**config.mk**
```make
export PLATFORM = sky130hd
export DESIGN_NAME = stopwatch_button_ctrl
export DESIGN_NICKNAME = d
export VERILOG_FILES = /design/src/rtl/stopwatch_pkg.sv /design/src/rtl/button_debounce.sv /design/src/rtl/stopwatch_button_ctrl.sv
export SDC_FILE = /design/constraint.sdc
export NUM_CORES = 1
export LEC_CHECK = 0
export ABC_AREA = 0
export BUFFER_PORTS_ARGS = -buffer_cell sky130_fd_sc_hd__buf_2
export CAP_MARGIN = 10
export CORE_MARGIN = 5
export CORE_UTILIZATION = 51
export DETAILED_ROUTE_END_ITERATION = 6
export GPL_TIMING_DRIVEN = 0
export PLACE_DENSITY_LB_ADDON = 0.12
export SLEW_MARGIN = 20
export SYNTH_ARGS = -nofsm -noshare
export SYNTH_HDL_FRONTEND = slang
export SYNTH_SLANG_ARGS = --single-unit
```
**constraint.sdc**
```tcl
create_clock -name clock -period 3.4 [get_ports clock]
set_clock_uncertainty 0.2 [all_clocks]
set_input_delay 0.51 -clock clock [delete_from_list [all_inputs] [get_ports clock]]
set_output_delay 0.51 -clock clock [all_outputs]
set_load 0.03 [all_outputs]
```
**src/rtl/stopwatch_pkg.sv**
```systemverilog
// Shared definitions for the stopwatch front-panel control stage:
// FSM state encoding, clock rate and the default debounce window.
package stopwatch_pkg;

    // System clock rate the debounce window is sized against.
    localparam int unsigned CLK_HZ = 50_000_000;

    // 10 ms of stable input at CLK_HZ before a button level is accepted.
    localparam int unsigned DEBOUNCE_CYCLES_DEFAULT = 500_000;

    // Run/pause/idle FSM encoding, also exported on the status LEDs.
    typedef enum logic [1:0] {
        ST_IDLE    = 2'b00,
        ST_RUNNING = 2'b01,
        ST_PAUSED  = 2'b10
    } sw_state_t;

    // True for the three encodings the FSM is allowed to occupy.
    function automatic logic is_legal_state(input logic [1:0] enc);
        logic legal;
        case (enc)
            2'b00:   legal = 1'b1;
            2'b01:   legal = 1'b1;
            2'b10:   legal = 1'b1;
            default: legal = 1'b0;
        endcase
        return legal;
    endfunction

endpackage

```
**src/rtl/button_debounce.sv**
```systemverilog
// One pushbutton channel: 2-FF synchroniser, stable-level debounce counter
// and a single-cycle press strobe on each accepted rising level.
module button_debounce
    import stopwatch_pkg::*;
#(
    parameter int unsigned DEBOUNCE_CYCLES = DEBOUNCE_CYCLES_DEFAULT
) (
    input  logic clock,
    input  logic reset_n,
    input  logic btn,
    output logic press
);

    // Counter only ever needs to reach DEBOUNCE_CYCLES-1.
    localparam int unsigned CNT_W = (DEBOUNCE_CYCLES > 1) ? $clog2(DEBOUNCE_CYCLES) : 1;
    localparam logic [CNT_W-1:0] CNT_MAX  = CNT_W'(DEBOUNCE_CYCLES - 1);
    localparam logic [CNT_W-1:0] CNT_ZERO = {CNT_W{1'b0}};
    localparam logic [CNT_W-1:0] CNT_ONE  = CNT_W'(1);

    logic             s1_r;
    logic             s2_r;
    logic             db_r;
    logic             db_q_r;
    logic [CNT_W-1:0] cnt_r;
    logic             press_r;

    // Bring the asynchronous button level into the clock domain.
    always_ff @(posedge clock or negedge reset_n) begin
        if (!reset_n) begin
            s1_r <= 1'b0;
            s2_r <= 1'b0;
        end else begin
            s1_r <= btn;
            s2_r <= s1_r;
        end
    end

    // Accept a new level only after it has differed from the current one for
    // DEBOUNCE_CYCLES consecutive clocks; any shorter excursion restarts the count.
    always_ff @(posedge clock or negedge reset_n) begin
        if (!reset_n) begin
            db_r  <= 1'b0;
            cnt_r <= CNT_ZERO;
        end else if (s2_r == db_r) begin
            db_r  <= db_r;
            cnt_r <= CNT_ZERO;
        end else if (cnt_r == CNT_MAX) begin
            db_r  <= s2_r;
            cnt_r <= CNT_ZERO;
        end else begin
            db_r  <= db_r;
            cnt_r <= cnt_r + CNT_ONE;
        end
    end

    // Registered rising-edge detect on the accepted level; release is silent.
    always_ff @(posedge clock or negedge reset_n) begin
        if (!reset_n) begin
            db_q_r  <= 1'b0;
            press_r <= 1'b0;
        end else begin
            db_q_r  <= db_r;
            press_r <= db_r & ~db_q_r;
        end
    end

    assign press = press_r;

endmodule

```
**src/rtl/stopwatch_button_ctrl.sv**
```systemverilog
// Front-panel control for the stopwatch: debounces start/stop and clear,
// then runs an idle/running/paused FSM that drives the stopwatch start level
// and a one-cycle digit-clear strobe.
module stopwatch_button_ctrl
    import stopwatch_pkg::*;
#(
    parameter int unsigned DEBOUNCE_CYCLES = DEBOUNCE_CYCLES_DEFAULT
) (
    input  logic       clock,
    input  logic       reset_n,
    input  logic       btn_start_stop,
    input  logic       btn_clear,
    output logic       run,
    output logic       clear_pulse,
    output logic [1:0] state
);

    logic      ss_press_s;
    logic      clr_press_s;
    sw_state_t state_r;
    logic      run_r;
    logic      clear_pulse_r;

    button_debounce #(
        .DEBOUNCE_CYCLES (DEBOUNCE_CYCLES)
    ) u_db_start_stop (
        .clock   (clock),
        .reset_n (reset_n),
        .btn     (btn_start_stop),
        .press   (ss_press_s)
    );

    button_debounce #(
        .DEBOUNCE_CYCLES (DEBOUNCE_CYCLES)
    ) u_db_clear (
        .clock   (clock),
        .reset_n (reset_n),
        .btn     (btn_clear),
        .press   (clr_press_s)
    );

    // Run/pause/idle FSM; start/stop has priority and swallows a coincident clear.
    // run is loaded alongside state so both move on the same edge.
    always_ff @(posedge clock or negedge reset_n) begin
        if (!reset_n) begin
            state_r       <= ST_IDLE;
            run_r         <= 1'b0;
            clear_pulse_r <= 1'b0;
        end else begin
            case (state_r)
                ST_IDLE: begin
                    if (ss_press_s) begin
                        state_r       <= ST_RUNNING;
                        run_r         <= 1'b1;
                        clear_pulse_r <= 1'b0;
                    end else if (clr_press_s) begin
                        state_r       <= ST_IDLE;
                        run_r         <= 1'b0;
                        clear_pulse_r <= 1'b1;
                    end else begin
                        state_r       <= ST_IDLE;
                        run_r         <= 1'b0;
                        clear_pulse_r <= 1'b0;
                    end
                end
                ST_RUNNING: begin
                    if (ss_press_s) begin
                        state_r       <= ST_PAUSED;
                        run_r         <= 1'b0;
                        clear_pulse_r <= 1'b0;
                    end else begin
                        state_r       <= ST_RUNNING;
                        run_r         <= 1'b1;
                        clear_pulse_r <= 1'b0;
                    end
                end
                ST_PAUSED: begin
                    if (ss_press_s) begin
                        state_r       <= ST_RUNNING;
                        run_r         <= 1'b1;
                        clear_pulse_r <= 1'b0;
                    end else if (clr_press_s) begin
                        state_r       <= ST_IDLE;
                        run_r         <= 1'b0;
                        clear_pulse_r <= 1'b1;
                    end else begin
                        state_r       <= ST_PAUSED;
                        run_r         <= 1'b0;
                        clear_pulse_r <= 1'b0;
                    end
                end
                default: begin
                    // Unused encoding 2'b11: fall back to a safe idle.
                    state_r       <= ST_IDLE;
                    run_r         <= 1'b0;
                    clear_pulse_r <= 1'b0;
                end
            endcase
        end
    end

    assign run         = run_r;
    assign clear_pulse = clear_pulse_r;
    assign state       = state_r;

endmodule

```
-- Word-level counts from Yosys, hierarchy flattened
Index checks and enable logic that the tools add are counted.
- $add $sub $neg: 2
- $mul: 0
- divide/modulo/power cells: 0
- magnitude comparators: 0
- eq/ne operators: 6
- shift operators: 0
- muxes and demuxes: 15
- bitwise gates (word level): 6
- reduce and logical (&&, ||, !) cells: 4
- operator list (cell ; number):
    $mux 19 ; 4
    $add 19x1->19 const B ; 2
    $eq 19x19->1 const B ; 2
    $mux 1 ; 6
    $mux 2 ; 3
    $pmux 2 s3 ; 1
    $not 1->1 ; 4
    $reduce_and 2->1 ; 2
    $and 1x1->1 ; 2
    $eq 1x1->1 ; 2
    $eq 2x1->1 const B ; 1
    $eq 2x2->1 const B ; 1
    $logic_not 2->1 ; 1
    $pmux 1 s2 ; 1
    $reduce_or 2->1 ; 1
- register bits after elaboration: 52
- bits in latches: 0
- bits in writable memories: 0
- memory bits (read-only): 0
- bits of input ports: 4
- logic and storage cells: 48
- memories kept: 0

-- Longest topological paths before layout
- depth after elaboration: 3
- depth in mapped cells: 5
- mapped depth without buffers: 5

-- Hierarchy
A second synthesis with hierarchy kept.
- cells, all modules: 227
- area total of the unflattened synthesis: 2419.8 um^2
- modules (own cells, without submodules) (module ; instances ; cells an instance ; area an instance (um^2) ; seq. area each (um^2)):
    button_debounce at u_db_start_stop ; 1 ; 108 ; 1136.1 ; 600.6
    button_debounce at u_db_clear ; 1 ; 108 ; 1129.8 ; 600.6
    stopwatch_button_ctrl ; 1 ; 11 ; 153.9 ; 100.1

-- Worst setup path after synthesis
Ideal clock, no wire load.
- path type: reg-to-reg
- start: register u_db_start_stop.cnt_r[0]
- end: register u_db_start_stop.cnt_r[16]
- library setup time: 0.078 ns
- arrival: 1.839 ns
- required time: 3.122 ns
- setup slack: 1.283 ns
- cell stages (with the launch flop): 6
- period minus slack after synthesis: 2.117 ns
- cell sequence: dfrtp_1 -> ha_1 -> nand4_1 -> or3_2 -> or4_1 -> a21oi_1
- longest elaborated chain between the ends: 3
- elaborated cells between the ends (all ways): 4
- ends and longest elaborated chain (what ; RTL line ; source):
    from (decl) ; button_debounce.sv:24 ; logic [CNT_W-1:0] cnt_r;
    from (signal assigned) ; button_debounce.sv:52 ; cnt_r <= cnt_r + CNT_ONE;
    $add 19x1->19 or $eq 19x19->1 (tied branches) ; button_debounce.sv:52, button_debounce.sv:47 ;
    $mux 19 (*) ; button_debounce.sv:47 ; end else if (cnt_r == CNT_MAX) begin
    $mux 19 (*) ; button_debounce.sv:44 ; end else if (s2_r == db_r) begin
Every way passes the cells marked *; elsewhere a longest branch is shown, timed or not.
A chain may end at the register's enable or synchronous reset.

-- Worst setup path after layout
- start: register u_db_clear.cnt_r[12]
- end: register u_db_clear.cnt_r[9]
- longest elaborated chain between the ends: 3
- ends and longest elaborated chain (what ; RTL line):
    from (decl) ; button_debounce.sv:24
    from (signal assigned) ; button_debounce.sv:52
    $eq 19x19->1 ; button_debounce.sv:47
    $mux 19 ; button_debounce.sv:47
    $mux 19 ; button_debounce.sv:44
No other way between the ends.

==> impl_metrics.xml <==
<?xml version="1.0" encoding="UTF-8"?>
<metrics>
  <group name="power_and_ir_drop">
    <metric name="leakagePower" unit="nW">1.10</metric>
    <metric name="power.ir.vdd_worst" unit="V">0.000198</metric>
    <metric name="power.clock.fraction" unit="%">35.2</metric>
    <metric name="power.switching_fraction" unit="%">23.9</metric>
    <metric name="pwr-share-seq" unit="%">61.5</metric>
    <metric name="power_density" unit="nW/um^2">403</metric>
    <metric name="switching_power" unit="mW">0.246</metric>
    <metric name="power.combinational.fraction" unit="%">3.3</metric>
    <metric name="cellInternalPower" unit="mW">0.786</metric>
  </group>
  <group name="critical_path">
    <metric name="setup.worst_path.start_class" unit="">register</metric>
    <metric name="crit_path_max_incr_delay" unit="ns">0.61</metric>
    <metric name="reg2reg_from" unit="">u_db_clear.cnt_r[12]</metric>
    <metric name="worstSetupEndpointType" unit="">register</metric>
    <metric name="crit_arrival" unit="ns">2.40</metric>
    <metric name="worstPathRequired" unit="ns">3.38</metric>
    <metric name="worst_setup_path_startpoint" unit="">u_db_clear.cnt_r[12]</metric>
    <metric name="critPathSlowestCell" unit="">sky130_fd_sc_hd__o31ai_2</metric>
    <metric name="worst-setup-path-type" unit="">register to register</metric>
    <metric name="worst_r2r_path_depth" unit="">5</metric>
    <metric name="worst_path_fanout_max" unit="">10</metric>
    <metric name="crit_chain" unit="">nor4b_1 -&gt; nand3_1 -&gt; o31ai_2 -&gt; clkbuf_1 -&gt; nor2_1</metric>
  </group>
  <group name="drt">
    <metric name="drt-total-wl" unit="mm">3.93</metric>
    <metric name="post_drt_via_cell_ratio" unit="">5.58</metric>
    <metric name="drt_iter0_drc" unit="">92</metric>
    <metric name="vias" unit="">1625</metric>
    <metric name="wl_per_cell" unit="um">13.5</metric>
    <metric name="antenna_left" unit="">0</metric>
    <metric name="remaining_drc_errors" unit="">0</metric>
    <metric name="drt-pass1-iter-count" unit="">4</metric>
  </group>
  <group name="yosys">
    <metric name="sequential_share_of_the_synthesized_area" unit="%">55.0</metric>
    <metric name="yosys_most_used_dff" unit="">sky130_fd_sc_hd__dfrtp_1</metric>
    <metric name="yosysWarnings" unit="">0</metric>
    <metric name="yosys_register_bits" unit="">52</metric>
    <metric name="yosysUniqueCellTypes" unit="">36</metric>
    <metric name="syn_nets" unit="">230</metric>
    <metric name="post_synthesis_instance_total" unit="">224</metric>
    <metric name="mappedNetlistArea" unit="um^2">2370</metric>
    <metric name="synth-async-reset-ratio" unit="%">100</metric>
    <metric name="post_synth.cell_area_avg" unit="um^2">10.6</metric>
    <metric name="synth-edff-count" unit="">0</metric>
  </group>
  <group name="run">
    <metric name="max_cap_viol_count" unit="">0</metric>
  </group>
  <group name="floorplanning">
    <metric name="die_area" unit="um^2">6100</metric>
    <metric name="fp-row-count" unit="">24</metric>
    <metric name="chipWidth" unit="um">78.1</metric>
    <metric name="floorplan.io_pins" unit="">8</metric>
    <metric name="initial_core_util" unit="%">53.6</metric>
    <metric name="fp.coreArea" unit="um^2">4410</metric>
    <metric name="dieHeight" unit="um">78.1</metric>
  </group>
  <group name="clock_network">
    <metric name="cts_hold_repair.buffers" unit="">0</metric>
    <metric name="clock_path_buffers" unit="">2</metric>
    <metric name="cts_tree" unit="">yes</metric>
    <metric name="cts_setup_buffers" unit="">0</metric>
    <metric name="clk_transition_reported_paths" unit="ns">0.10</metric>
    <metric name="htreeDepth" unit="">2</metric>
    <metric name="clock_latency" unit="ns">0.31</metric>
    <metric name="cts_buffers" unit="">5</metric>
    <metric name="cts_root_buffer" unit="">sky130_fd_sc_hd__clkbuf_8</metric>
    <metric name="clock_sink_count" unit="">52</metric>
    <metric name="cts-resized-gates" unit="">0</metric>
  </group>
  <group name="finish">
    <metric name="layout-drive-gt1-share" unit="%">11.7</metric>
    <metric name="final_cell_area" unit="um^2">2560</metric>
    <metric name="n_antenna_cell" unit="">0</metric>
    <metric name="layout.cells.most_common" unit="">sky130_fd_sc_hd__dfrtp_1</metric>
    <metric name="area_growth" unit="%">8.30</metric>
    <metric name="commonest_cells_after_routing_fill_and_taps_aside" unit="">sky130_fd_sc_hd__dfrtp_1, sky130_fd_sc_hd__nor2_1</metric>
    <metric name="post_layout_nonfiller_instances" unit="">291</metric>
    <metric name="finish.net_count" unit="">244</metric>
  </group>
  <group name="sta">
    <metric name="worst_slew_pin_slew" unit="ns">0.668</metric>
    <metric name="worst_slew_margin_rel" unit="%">55.2</metric>
    <metric name="setup_tns" unit="ns">0</metric>
    <metric name="min_period" unit="ns">2.43</metric>
    <metric name="final_max_slew_viol_count" unit="">0</metric>
    <metric name="finalCritPeriodShare" unit="%">71.4</metric>
    <metric name="clock.fmax" unit="MHz">412</metric>
    <metric name="finalSetupViolations" unit="">0</metric>
    <metric name="grt_setup_unrepaired" unit="">no</metric>
    <metric name="timing_hold_violations_final" unit="">0</metric>
  </group>
  <group name="global_route">
    <metric name="first_global_vias" unit="">1626</metric>
    <metric name="antenna_violations_before_repair" unit="">0</metric>
    <metric name="globalRoute.totalOverflow" unit="">0</metric>
    <metric name="grt_start_max_net_pins" unit="">53</metric>
    <metric name="globalRouteTotalUtil" unit="%">14.6</metric>
    <metric name="grt_first_pass_wirelength" unit="mm">7.22</metric>
  </group>
  <group name="placed_design">
    <metric name="placement.cell_area" unit="um^2">2470</metric>
    <metric name="io_buffer_count" unit="">7</metric>
    <metric name="placed_cells" unit="">283</metric>
    <metric name="dp_hpwl" unit="mm">2.71</metric>
    <metric name="finalWeightedCongestion" unit="">0.816</metric>
  </group>
  <group name="hold_path">
    <metric name="hold_path.class" unit="">input pin to asynchronous set/reset pin</metric>
  </group>
  <group name="status">
    <metric name="outcome" unit="">complete, no violations</metric>
  </group>
</metrics>
[final timing paths]
check                                       end  slack [ns]
max                         u_db_clear.cnt_r[9]        0.97
min reg2reg                u_db_start_stop.s2_r        0.16
max reg2reg                 u_db_clear.cnt_r[9]        0.97
min in group clock              u_db_clear.s1_r        0.10
min                        u_db_clear.cnt_r[10]        0.01
max in group asynchronous   u_db_clear.cnt_r[7]        2.56
[Yosys cell counts (3+ instances only)]
library cell	number	area share, %
sky130_fd_sc_hd__or3_1	5	1.3
sky130_fd_sc_hd__nor4_1	5	1.3
sky130_fd_sc_hd__o21ai_0	7	1.5
sky130_fd_sc_hd__nand2_1	13	2.1
sky130_fd_sc_hd__a21oi_1	10	2.1
sky130_fd_sc_hd__nor3_1	5	1.1
sky130_fd_sc_hd__inv_1	8	1.3
sky130_fd_sc_hd__xnor2_1	13	4.8
sky130_fd_sc_hd__and4_1	5	1.8
sky130_fd_sc_hd__nand4_1	9	2.4
sky130_fd_sc_hd__xor2_1	13	4.8
sky130_fd_sc_hd__and3_1	3	0.79
sky130_fd_sc_hd__nand3_1	13	2.7
sky130_fd_sc_hd__dfrtp_1	52	55
sky130_fd_sc_hd__nor2_1	28	4.4
sky130_fd_sc_hd__o31ai_1	3	0.95
sky130_fd_sc_hd__or3_2	3	0.95
sky130_fd_sc_hd__or4_1	5	1.6
[critical path, delay by kind of cell, from the launching register on]
kind            cells  cell delay, ns
simple gates        3            0.61
compound gates      1            0.61
flops               1            0.46
buf+inv             1            0.42
[stage by stage]
stage | util (%) | power [mW] | setup WS, ns | hold WS [ns]
after floorplan | - | 0.663 | 1.28 | 0.0144
after global placement | 55.9 | 0.682 | 0.940 | 0.134
after detailed placement | 56.0 | 0.683 | 0.915 | 0.149
after CTS | 58.1 | 1.05 | 0.915 | 0.0367
after global routing | 58.1 | 1.09 | 0.762 | 0.0535
final | 58.1 | 1.03 | 0.973 | 0.0120
[registers in the layout, indices dropped and copies added (netlist names)]
| name | cells |
|---|---|
| clear_pulse | 1 |
| run | 1 |
| state | 2 |
| u_db_clear.cnt_r | 19 |
| u_db_clear.db_q_r | 1 |
| u_db_clear.db_r | 1 |
| u_db_clear.press | 1 |
| u_db_clear.s1_r | 1 |
| u_db_clear.s2_r | 1 |
| u_db_start_stop.cnt_r | 19 |
| u_db_start_stop.db_q_r | 1 |
| u_db_start_stop.db_r | 1 |
| u_db_start_stop.press | 1 |
| u_db_start_stop.s1_r | 1 |
| u_db_start_stop.s2_r | 1 |
[kinds of logic (layout without fill, tap and decap cells)]
logic type      Yosys count  count (layout)  share of synthesized area, %
fa+ha+maj                 2               2                          1.06
simple gates            106             106                          24.9
mux                       4               4                          1.80
flops                    52              52                          55.0
compound gates           22              22                          5.60
buf+inv                  12              27                          2.01
xor+xnor                 26              26                          9.62
[power by group through the flow]
stage	logic (mW)	registers (mW)	clock network [mW]
6_report	0.0345	0.634	0.363
5_1_grt	0.0417	0.636	0.416
4_1_cts	0.0364	0.634	0.378
3_5_place_dp	0.0364	0.647	0
3_3_place_gp	0.0359	0.646	0
2_1_floorplan	0.0176	0.645	0
[routing by layer]
layer / share of wire [%] / track usage (%) / up-vias / wire (um)
li1: - / - / 822 / -
met1: 46 / 18.0 / 771 / 1810
met2: 49 / 24.2 / 27 / 1910
met3: 3.6 / 4.23 / 5 / 141
met4: 1.6 / 5.74 / 0 / 64
met5: 0 / 0 / - / 0
[layout make-up]
type / instances / area (um^2)
Clock inverter: 3 / 25.0
Inverter: 8 / 30.0
Timing Repair Buffer: 7 / 37.5
Clock buffer: 5 / 68.8
Fill cell: 400 / 1850
Multi-Input combinational cell: 160 / 1020
Sequential cell: 52 / 1300
Tap cell: 52 / 65.1
Buffer: 4 / 17.5
No activity file was read; power rests on OpenSTA's default activity.
